`config.mk`:
```
export PLATFORM = sky130hd
export DESIGN_NAME = de3d_tc_tag_resp
export DESIGN_NICKNAME = d
export VERILOG_FILES = /design/src/rtl/de3d_tc_pkg.sv /design/src/rtl/de3d_tc_tag_bank.sv /design/src/rtl/de3d_tc_tag_resp.sv
export SDC_FILE = /design/constraint.sdc
export NUM_CORES = 2
export LEC_CHECK = 0
export ABC_AREA = 1
export BUFFER_PORTS_ARGS = -buffer_cell sky130_fd_sc_hd__buf_2
export CAP_MARGIN = 0
export CORE_ASPECT_RATIO = 2
export CORE_UTILIZATION = 63
export CTS_BUF_LIST = sky130_fd_sc_hd__clkbuf_2 sky130_fd_sc_hd__clkbuf_4 sky130_fd_sc_hd__clkbuf_8
export CTS_CLUSTER_DIAMETER = 50
export DETAILED_ROUTE_END_ITERATION = 8
export PLACE_DENSITY = 0.77
export SLEW_MARGIN = 10
export SYNTH_ARGS = -nofsm -noshare
export SYNTH_HDL_FRONTEND = slang
export SYNTH_SLANG_ARGS = --single-unit
```
`constraint.sdc`:
```
create_clock -name de_clk -period 80.8 [get_ports de_clk]
set_clock_uncertainty 0.2 [all_clocks]
set_input_delay 12.12 -clock de_clk [delete_from_list [all_inputs] [get_ports de_clk]]
set_output_delay 12.12 -clock de_clk [all_outputs]
set_load 0.03 [all_outputs]
```
`src/rtl/de3d_tc_pkg.sv`:
```
// de3d_tc_pkg
//  Shared definitions for the texture-cache tag responder.
//  - TC_TAG_W / TC_IDX_W : default tag and index widths
//  - tc_state_e          : responder FSM state encoding
//  - tc_bank_e           : bank ids (ee, eo, oe, oo)
//  - lowest_bank()       : priority encoder, lowest set bit of a 4-bit mask
package de3d_tc_pkg;

    localparam int TC_TAG_W = 12;
    localparam int TC_IDX_W = 5;
    localparam int TC_BANKS = 4;

    typedef enum logic [2:0] {
        ST_IDLE = 3'd0,
        ST_CMP  = 3'd1,
        ST_FILL = 3'd2,
        ST_WAIT = 3'd3,
        ST_DONE = 3'd4
    } tc_state_e;

    typedef enum logic [1:0] {
        BANK_EE = 2'd0,
        BANK_EO = 2'd1,
        BANK_OE = 2'd2,
        BANK_OO = 2'd3
    } tc_bank_e;

    // Lowest-numbered set bit wins; an empty mask returns bank 0.
    function automatic logic [1:0] lowest_bank(input logic [3:0] m);
        logic [1:0] b;
        b = 2'd0;
        for (int i = 3; i >= 0; i--) begin
            if (m[i]) begin
                b = i[1:0];
            end else begin
                b = b;
            end
        end
        return b;
    endfunction

endpackage

```
`src/rtl/de3d_tc_tag_bank.sv`:
```
// de3d_tc_tag_bank
//  One texture-cache tag bank: 2**IDX_W entries of {valid, tag}.
//  The read index is registered when a lookup is accepted; the hit output
//  compares the entry at that index with cmp_tag. The single write port
//  installs a tag at the same registered index. clr drops every valid bit.
//  Ports:
//   clk, rst       clock, async active-high reset
//   rd_en, rd_idx  register a new lookup index
//   cmp_tag        compare tag for the registered index
//   wr_en, wr_tag  install wr_tag at the registered index and mark it valid
//   clr            clear all valid bits (wins over a write)
//   hit            entry at the registered index is valid and matches
//   cur_idx        registered index
module de3d_tc_tag_bank
    import de3d_tc_pkg::*;
#(
    parameter int TAG_W = TC_TAG_W,
    parameter int IDX_W = TC_IDX_W
) (
    input  logic             clk,
    input  logic             rst,
    input  logic             rd_en,
    input  logic [IDX_W-1:0] rd_idx,
    input  logic [TAG_W-1:0] cmp_tag,
    input  logic             wr_en,
    input  logic [TAG_W-1:0] wr_tag,
    input  logic             clr,
    output logic             hit,
    output logic [IDX_W-1:0] cur_idx
);

    localparam int DEPTH = 1 << IDX_W;

    logic [TAG_W-1:0] tag_q   [DEPTH];
    logic [TAG_W-1:0] tag_d   [DEPTH];
    logic [DEPTH-1:0] valid_q;
    logic [DEPTH-1:0] valid_d;
    logic [IDX_W-1:0] idx_q;
    logic [IDX_W-1:0] idx_d;

    // Next-state for index, tag array and valid bits.
    always_comb begin
        idx_d   = idx_q;
        tag_d   = tag_q;
        valid_d = valid_q;
        if (rd_en) begin
            idx_d = rd_idx;
        end else begin
            idx_d = idx_q;
        end
        if (wr_en) begin
            tag_d[idx_q] = wr_tag;
        end else begin
            tag_d = tag_q;
        end
        if (clr) begin
            valid_d = '0;
        end else if (wr_en) begin
            valid_d[idx_q] = 1'b1;
        end else begin
            valid_d = valid_q;
        end
    end

    // Storage flops; reset leaves every entry invalid.
    always_ff @(posedge clk or posedge rst) begin
        if (rst) begin
            idx_q   <= '0;
            valid_q <= '0;
            for (int i = 0; i < DEPTH; i++) begin
                tag_q[i] <= '0;
            end
        end else begin
            idx_q   <= idx_d;
            valid_q <= valid_d;
            tag_q   <= tag_d;
        end
    end

    assign hit     = valid_q[idx_q] && (tag_q[idx_q] == cmp_tag);
    assign cur_idx = idx_q;

endmodule

```
`src/rtl/de3d_tc_tag_resp.sv`:
```
// de3d_tc_tag_resp
//  Tag-side responder for the four even/odd texture-cache tag banks.
//  A push latches per-bank indices and compare tags; banks that miss are
//  filled one at a time (lowest bank first) through a fill_req/fill_ack
//  handshake, then tc_done pulses with the per-bank miss mask.
//  Ports:
//   de_clk, de_rst                 clock, async active-high reset
//   push_uv_dd, current_clip_dd    lookup strobe and clip flag
//   xx_tag_adr_rd, xx_tag_cmp      per-bank index and compare tag
//   tc_inv                         invalidate all tags
//   fill_ack                       fill accepted and data returned
//   tc_busy                        lookup in progress
//   fill_req/bank/idx/tag          fill request, held until fill_ack
//   tc_done, miss_mask             completion pulse and miss mask
//   push_err                       sticky: push seen while busy
module de3d_tc_tag_resp
    import de3d_tc_pkg::*;
#(
    parameter int TAG_W = TC_TAG_W,
    parameter int IDX_W = TC_IDX_W
) (
    input  logic             de_clk,
    input  logic             de_rst,
    input  logic             push_uv_dd,
    input  logic             current_clip_dd,
    input  logic [IDX_W-1:0] ee_tag_adr_rd,
    input  logic [IDX_W-1:0] eo_tag_adr_rd,
    input  logic [IDX_W-1:0] oe_tag_adr_rd,
    input  logic [IDX_W-1:0] oo_tag_adr_rd,
    input  logic [TAG_W-1:0] ee_tag_cmp,
    input  logic [TAG_W-1:0] eo_tag_cmp,
    input  logic [TAG_W-1:0] oe_tag_cmp,
    input  logic [TAG_W-1:0] oo_tag_cmp,
    input  logic             tc_inv,
    input  logic             fill_ack,
    output logic             tc_busy,
    output logic             fill_req,
    output logic [1:0]       fill_bank,
    output logic [IDX_W-1:0] fill_idx,
    output logic [TAG_W-1:0] fill_tag,
    output logic             tc_done,
    output logic [3:0]       miss_mask,
    output logic             push_err
);

    tc_state_e        state_q, state_d;
    logic [TAG_W-1:0] cmp_q [TC_BANKS];
    logic [TAG_W-1:0] cmp_d [TC_BANKS];
    logic             clip_q, clip_d;
    logic [3:0]       outst_q, outst_d;
    logic [3:0]       miss_mask_q, miss_mask_d;
    logic             fill_req_q, fill_req_d;
    logic [1:0]       fill_bank_q, fill_bank_d;
    logic [IDX_W-1:0] fill_idx_q, fill_idx_d;
    logic [TAG_W-1:0] fill_tag_q, fill_tag_d;
    logic             tc_busy_q, tc_busy_d;
    logic             tc_done_q, tc_done_d;
    logic             inv_pend_q, inv_pend_d;
    logic             push_err_q, push_err_d;

    logic [IDX_W-1:0] adr_in_s  [TC_BANKS];
    logic [TAG_W-1:0] cmp_in_s  [TC_BANKS];
    logic [IDX_W-1:0] cur_idx_s [TC_BANKS];
    logic [3:0]       hit_s;
    logic [3:0]       miss_s;
    logic [3:0]       wr_en_s;
    logic [3:0]       outst_left_s;
    logic [1:0]       next_bank_s;
    logic             push_ok_s;
    logic             clr_s;

    assign adr_in_s[0] = ee_tag_adr_rd;
    assign adr_in_s[1] = eo_tag_adr_rd;
    assign adr_in_s[2] = oe_tag_adr_rd;
    assign adr_in_s[3] = oo_tag_adr_rd;
    assign cmp_in_s[0] = ee_tag_cmp;
    assign cmp_in_s[1] = eo_tag_cmp;
    assign cmp_in_s[2] = oe_tag_cmp;
    assign cmp_in_s[3] = oo_tag_cmp;

    // Only an idle responder takes a push; DONE still counts as busy.
    assign push_ok_s    = push_uv_dd && (state_q == ST_IDLE);
    assign miss_s       = clip_q ? 4'b0000 : ~hit_s;
    assign next_bank_s  = lowest_bank(outst_q);
    assign outst_left_s = outst_q & ~(4'b0001 << fill_bank_q);
    // Invalidate immediately when idle; a pending one lands on the DONE->IDLE
    // edge, after the last fill write has already happened.
    assign clr_s = ((state_q == ST_IDLE) && tc_inv) ||
                   ((state_q == ST_DONE) && (inv_pend_q || tc_inv));

    for (genvar b = 0; b < TC_BANKS; b++) begin : g_bank
        assign wr_en_s[b] = (state_q == ST_WAIT) && fill_ack && (fill_bank_q == 2'(b));

        de3d_tc_tag_bank #(
            .TAG_W (TAG_W),
            .IDX_W (IDX_W)
        ) u_bank (
            .clk     (de_clk),
            .rst     (de_rst),
            .rd_en   (push_ok_s),
            .rd_idx  (adr_in_s[b]),
            .cmp_tag (cmp_q[b]),
            .wr_en   (wr_en_s[b]),
            .wr_tag  (fill_tag_q),
            .clr     (clr_s),
            .hit     (hit_s[b]),
            .cur_idx (cur_idx_s[b])
        );
    end

    // FSM next-state and registered-output logic.
    always_comb begin
        state_d     = state_q;
        cmp_d       = cmp_q;
        clip_d      = clip_q;
        outst_d     = outst_q;
        miss_mask_d = miss_mask_q;
        fill_req_d  = fill_req_q;
        fill_bank_d = fill_bank_q;
        fill_idx_d  = fill_idx_q;
        fill_tag_d  = fill_tag_q;
        tc_busy_d   = tc_busy_q;
        tc_done_d   = 1'b0;
        inv_pend_d  = inv_pend_q;
        push_err_d  = push_err_q | (push_uv_dd && (state_q != ST_IDLE));

        if (tc_inv && ((state_q == ST_CMP) || (state_q == ST_FILL) || (state_q == ST_WAIT))) begin
            inv_pend_d = 1'b1;
        end else begin
            inv_pend_d = inv_pend_q;
        end

        case (state_q)
            ST_IDLE: begin
                if (push_ok_s) begin
                    cmp_d     = cmp_in_s;
                    clip_d    = current_clip_dd;
                    tc_busy_d = 1'b1;
                    state_d   = ST_CMP;
                end else begin
                    state_d = ST_IDLE;
                end
            end
            ST_CMP: begin
                miss_mask_d = miss_s;
                outst_d     = miss_s;
                if (miss_s == 4'b0000) begin
                    tc_done_d = 1'b1;
                    state_d   = ST_DONE;
                end else begin
                    state_d = ST_FILL;
                end
            end
            ST_FILL: begin
                fill_req_d  = 1'b1;
                fill_bank_d = next_bank_s;
                fill_idx_d  = cur_idx_s[next_bank_s];
                fill_tag_d  = cmp_q[next_bank_s];
                state_d     = ST_WAIT;
            end
            ST_WAIT: begin
                if (fill_ack) begin
                    fill_req_d = 1'b0;
                    outst_d    = outst_left_s;
                    if (outst_left_s != 4'b0000) begin
                        state_d = ST_FILL;
                    end else begin
                        tc_done_d = 1'b1;
                        state_d   = ST_DONE;
                    end
                end else begin
                    state_d = ST_WAIT;
                end
            end
            ST_DONE: begin
                tc_busy_d  = 1'b0;
                inv_pend_d = 1'b0;
                state_d    = ST_IDLE;
            end
            default: begin
                fill_req_d = 1'b0;
                tc_busy_d  = 1'b0;
                state_d    = ST_IDLE;
            end
        endcase
    end

    // State and output registers; reset drops fill_req at once.
    always_ff @(posedge de_clk or posedge de_rst) begin
        if (de_rst) begin
            state_q     <= ST_IDLE;
            clip_q      <= 1'b0;
            outst_q     <= 4'b0000;
            miss_mask_q <= 4'b0000;
            fill_req_q  <= 1'b0;
            fill_bank_q <= 2'd0;
            fill_idx_q  <= '0;
            fill_tag_q  <= '0;
            tc_busy_q   <= 1'b0;
            tc_done_q   <= 1'b0;
            inv_pend_q  <= 1'b0;
            push_err_q  <= 1'b0;
            for (int i = 0; i < TC_BANKS; i++) begin
                cmp_q[i] <= '0;
            end
        end else begin
            state_q     <= state_d;
            clip_q      <= clip_d;
            outst_q     <= outst_d;
            miss_mask_q <= miss_mask_d;
            fill_req_q  <= fill_req_d;
            fill_bank_q <= fill_bank_d;
            fill_idx_q  <= fill_idx_d;
            fill_tag_q  <= fill_tag_d;
            tc_busy_q   <= tc_busy_d;
            tc_done_q   <= tc_done_d;
            inv_pend_q  <= inv_pend_d;
            push_err_q  <= push_err_d;
            cmp_q       <= cmp_d;
        end
    end

    assign tc_busy   = tc_busy_q;
    assign fill_req  = fill_req_q;
    assign fill_bank = fill_bank_q;
    assign fill_idx  = fill_idx_q;
    assign fill_tag  = fill_tag_q;
    assign tc_done   = tc_done_q;
    assign miss_mask = miss_mask_q;
    assign push_err  = push_err_q;

endmodule

```
# == After elaboration in Yosys (flattened, before gate mapping) ==
# Index checks and enable logic that the tools add are counted.
# W data, S select, Z words.
# word_totals
out_inout_bits,27
reg_bits,1768
# classes
magnitude_cmp,17
n_bitwise,15
shift,1
mux,76
reduce_logical,43
eq_ne,13
# op_table
op,n
$bwmux W384,4
$mux W32,8
$bmux W12 S5,4
$demux W12 S5,4
$mux W12,14
$or A32 B32 Y32,4
$eq A12 B12 Y1,4
$bmux W12 S2,1
$ge A6 B6 Y1 const B,4
$lt A5 B6 Y1 const B,4
$lt A6 B1 Y1 const B,4
$not A5 Y6,4
$logic_and A1 B1 Y1,22
$bmux W1 S5,4
$demux W1 S5,4
$ge A5 B1 Y1 const B,4
$mux W1,16
$pmux W3 S4,1
$reduce_bool A2 Y1,6
$bmux W5 S2,1
$mux W5,2
$mux W3,3
$mux W2,4
$mux W4,2
25 further kinds,37

# == Depth between registers and ports, before layout ==
# logic_depth
depth_word,11
ltp_mapped,23
depth_no_buf,20

# == Cells and area by module ==
# Synthesis repeated with hierarchy kept, for this count alone.
# unflattened
hier_cells,10692
area_unflattened_um2,82245.1
# by_module_without_submodules
module,seq_area_each_um2,area_per_inst_um2,instances,cells_per_inst
de3d_tc_tag_bank (g_bank[0].u_bank ...),10535.1,19573.8,3,2545
de3d_tc_tag_bank (g_bank[3].u_bank),10535.1,19386.1,1,2537
de3d_tc_tag_resp,2102.0,4137.7,1,520

# == Worst setup path before layout ==
# No wires, ideal clock.
# synth_timing
kind,input port to flip-flop
from,in fill_ack
to,reg g_bank[1].u_bank.tag_q[231] (netlist bit)
arrival_time_ns,13.554
setup_ns,0.129
setup_slack_ns,66.917
required_ns,80.471
stages,10
cell_sequence,inv_1 > nor2_4 > inv_2 > nor3_4 > inv_2 > nor3_4 > nand2_4 > buf_4 > nand2_1 > o21ai_1
# synth_between
elab_chain_cells,2
# synth_rtl
element,line,text
from (decl),de3d_tc_tag_resp.sv:35,"input logic fill_ack,"
$logic_and A1 B1 Y1 (2 in a row),de3d_tc_tag_resp.sv:92,assign wr_en_s[b] = (state_q == ST_WAIT) && fill_ack && (fill_bank_q == 2'(b));
to (signal assigned),de3d_tc_tag_bank.sv:76,tag_q <= tag_d;
to (decl),de3d_tc_tag_bank.sv:34,logic [TAG_W-1:0] tag_q [DEPTH];
# No other way between the ends.
# A chain may end at the register's enable or synchronous reset.

==> reports/summary.txt <==
syn nets - 10400
clock buffer depth - 3
Max Cap Viol - 0
CTS root buffer - clkbuf_8
WHS - 0.283 ns
Hold Buf Count CTS - 0
Cells after Synth - 10300
Worst Setup End Kind - asynchronous set/reset pin
DR pass1 iterations - 7
initial drt markers - 7012
Initial Utilization - 0.637
Top Layer Used - met4
CTS tree - built
vias per cell - 5.80
hpwl dp - 148000 um
wire length on met1 - 88200 um
min-delay worst type - reg2reg
synth warn - 0
DRC - 0
largest net degree at the start of global routing - 184
minimum clock period after layout - 17.31 ns
Hold Vio Cnt, Final - 0
Fillers - 10700
Post-Syn Area per Cell - 7.75 um^2
Die Y - 506 um
Netlist cell types - 37
gpl congestion - 0.940
number of buffers created by CTS - 236
Vias - 69100
Fmax achieved - 0.0578 GHz
IO buf count - 100
slew at the pin closest to its max-slew limit - 1.25 ns
status - finished, final reports clean
Post-CTS Setup Repair Bufs - 0
fraction of layout cells with a size suffix above 1 - 0.0716
Yosys reg bits - 1768
crit path max fanout - 144
initial antenna violation count - 5
Rel. slew slack - 0.162
post_cts resized - 0
final antenna-violating net count - 0
first-pass GRT wire length - 371000 um
GRT Overall Usage - 0.376
Critical Path RT - 81.54 ns
IO Count - 101
grt total ovfl - 0
Core Area - 126000 um^2
dpl cell area - 80600 um^2
WL/cell - 20.0 um
WS Path Type - in2async
DIE AREA - 129000 um^2
post-synthesis sequential area ratio - 0.552
clk slew on worst S/H paths - 0.06 ns
final worst-path cycle share - 0.214
Routed WL - 238000 um
final non-filler cell total - 11900
die width - 254 um
RSZ-0062 raised after global routing - false
vias in the first global route - 66400
Mapped Area - 80200 um^2
Setup TNS - 0 ns
Max VDD drop - 0.0473 mV
critical path startpoint category - input port
Std-Cell Rows - 184
crit path DAT - 18.05 ns
Detail Route met3 WL - 16100 um
CTS sink cnt - 1768
total power - 2580 uW
Setup violations, final - 0
clock latency on the worst-skew pair - 0.96 ns
Placed Cells incl. Taps - 11500
nets - 10100
fin. max-slew vios - 0
post-route cell area - 85800 um^2
H-tree levels - 4
Area Overhead vs Synth - 7.07%
Power Dens Cells - 30.1 nW/um^2
Leak Pwr - 0.0423 uW
DR WL met2 - 114000 um
-- final timing paths --
kind	end	depth (start not counted)	start	slack [ns]
max reg2reg	tc_done	20	g_bank[0].u_bank.cur_idx[0]	75.15
min	g_bank[1].u_bank.tag_q[46]	2	g_bank[1].u_bank.tag_q[46]	0.28
min in group asynchronous	g_bank[2].u_bank.tag_q[136]	2	de_rst	11.19
min reg2reg	g_bank[1].u_bank.tag_q[46]	2	g_bank[1].u_bank.tag_q[46]	0.28
max in group de_clk	g_bank[2].u_bank.tag_q[32]	9	fill_ack	66.29
max	g_bank[0].u_bank.tag_q[236]	8	de_rst	63.49
-- cells in the final DEF, fill, tap and decap left out, types with 6 or more instances in the layout --
cell type,synthesis,final
clkbuf_4,0,75
nor2_4,5,9
nor3_1,15,10
buf_2,143,100
o22ai_1,28,28
a21oi_1,281,281
dfrtp_1,1768,1762
o21ai_1,80,80
nand2_1,4934,4933
nor2_1,267,263
o21ai_2,6,6
nor3_2,19,22
nand4_1,58,58
inv_1,206,187
o21ai_0,1599,1599
inv_4,0,15
nand3_1,258,258
clkbuf_8,0,315
buf_4,13,93
inv_2,21,23
nor2_2,7,7
nor4_1,10,10
clkinv_2,0,17
mux2_2,6,6
nand2_4,7,8
-- flip-flops by register name (all words and copies together), names as in the netlist --
register and flops:
cmp_q 48, outst_q 4, fill_bank 2, fill_req 1
tc_busy 1, push_err 1, fill_idx 5, state_q 3
inv_pend_q 1, g_bank.u_bank.valid_q 128, miss_mask 4, g_bank.u_bank.tag_q 1536
clip_q 1, fill_tag 12, g_bank.u_bank.cur_idx 20, tc_done 1
-- where the power goes --
group	total (uW)	switching [uW]	internal, uW	leakage, uW
clock network	732	339	393	0.00277
registers	1100	102	1000	0.0244
logic	749	607	142	0.0152
total	2580	1050	1540	0.0423
-- critical path: stages --
cell and delay (ns):
buf_2 0.13, inv_8 0.67, buf_4 0.76, buf_4 0.72
buf_4 0.73, buf_4 0.86, buf_4 0.89, buf_4 0.86
-- metrics by stage --
step / util / worst slack (ns)
detailed placement: 0.640 / 62.25
global placement: 0.640 / 62.42
floorplan: - / 18.57
CTS: 0.681 / 63.30
global route: 0.682 / 62.53
finish: 0.682 / 63.49
-- cell usage after synthesis, drive strengths merged --
master | n | share of area
o21ai | 1685 | 0.11
dfrtp | 1768 | 0.55
clkbuf | 539 | 0.025
o2111ai | 1 | 0.00011
buf | 198 | 0.012
nand3b | 5 | 0.00047
nand4 | 58 | 0.0045
inv | 227 | 0.011
nand2 | 4946 | 0.23
nor2 | 279 | 0.014
a21oi | 281 | 0.018
o211ai | 5 | 0.00047
o21bai | 1 | 0.000094
clkinv | 2 | 0.000094
mux2 | 6 | 0.00084
o22ai | 28 | 0.0022
nor3 | 36 | 0.0037
a21o | 1 | 0.000094
nand3 | 258 | 0.016
o221ai | 4 | 0.00044
nor4 | 12 | 0.0011
o21a | 2 | 0.00019
o31ai | 1 | 0.000094
-- cell families after synthesis --
kind of cell,Yosys count,share of synthesized area
AOI/OAI and AO/OA,2009,0.127
buffers and inverters,966,0.0484
DFF,1768,0.552
muxes,6,0.000843
and+or+nand+nor,5594,0.272
-- layout make-up --
type | count | area, um^2 | share of cell area
diodes | 4 | 10.0 | 0.000117
clock inverters | 32 | 309 | 0.00360
repair buffers | 195 | 1240 | 0.0144
multi-input cells | 7609 | 32100 | 0.374
well taps | 1674 | 2090 | 0.0244
clock buffers | 390 | 4900 | 0.0571
inverters | 229 | 906 | 0.0106
flip-flops and latches | 1768 | 44300 | 0.516
-- routing by layer --
| layer | vias up | global-route usage |
|---|---|---|
| met5 | - | 0 |
| met4 | 0 | 0.290 |
| met3 | 774 | 0.0591 |
| met2 | 2779 | 0.610 |
| met1 | 33200 | 0.448 |
| li1 | 32300 | - |
Note: power is estimated with default switching activity, not from simulation.
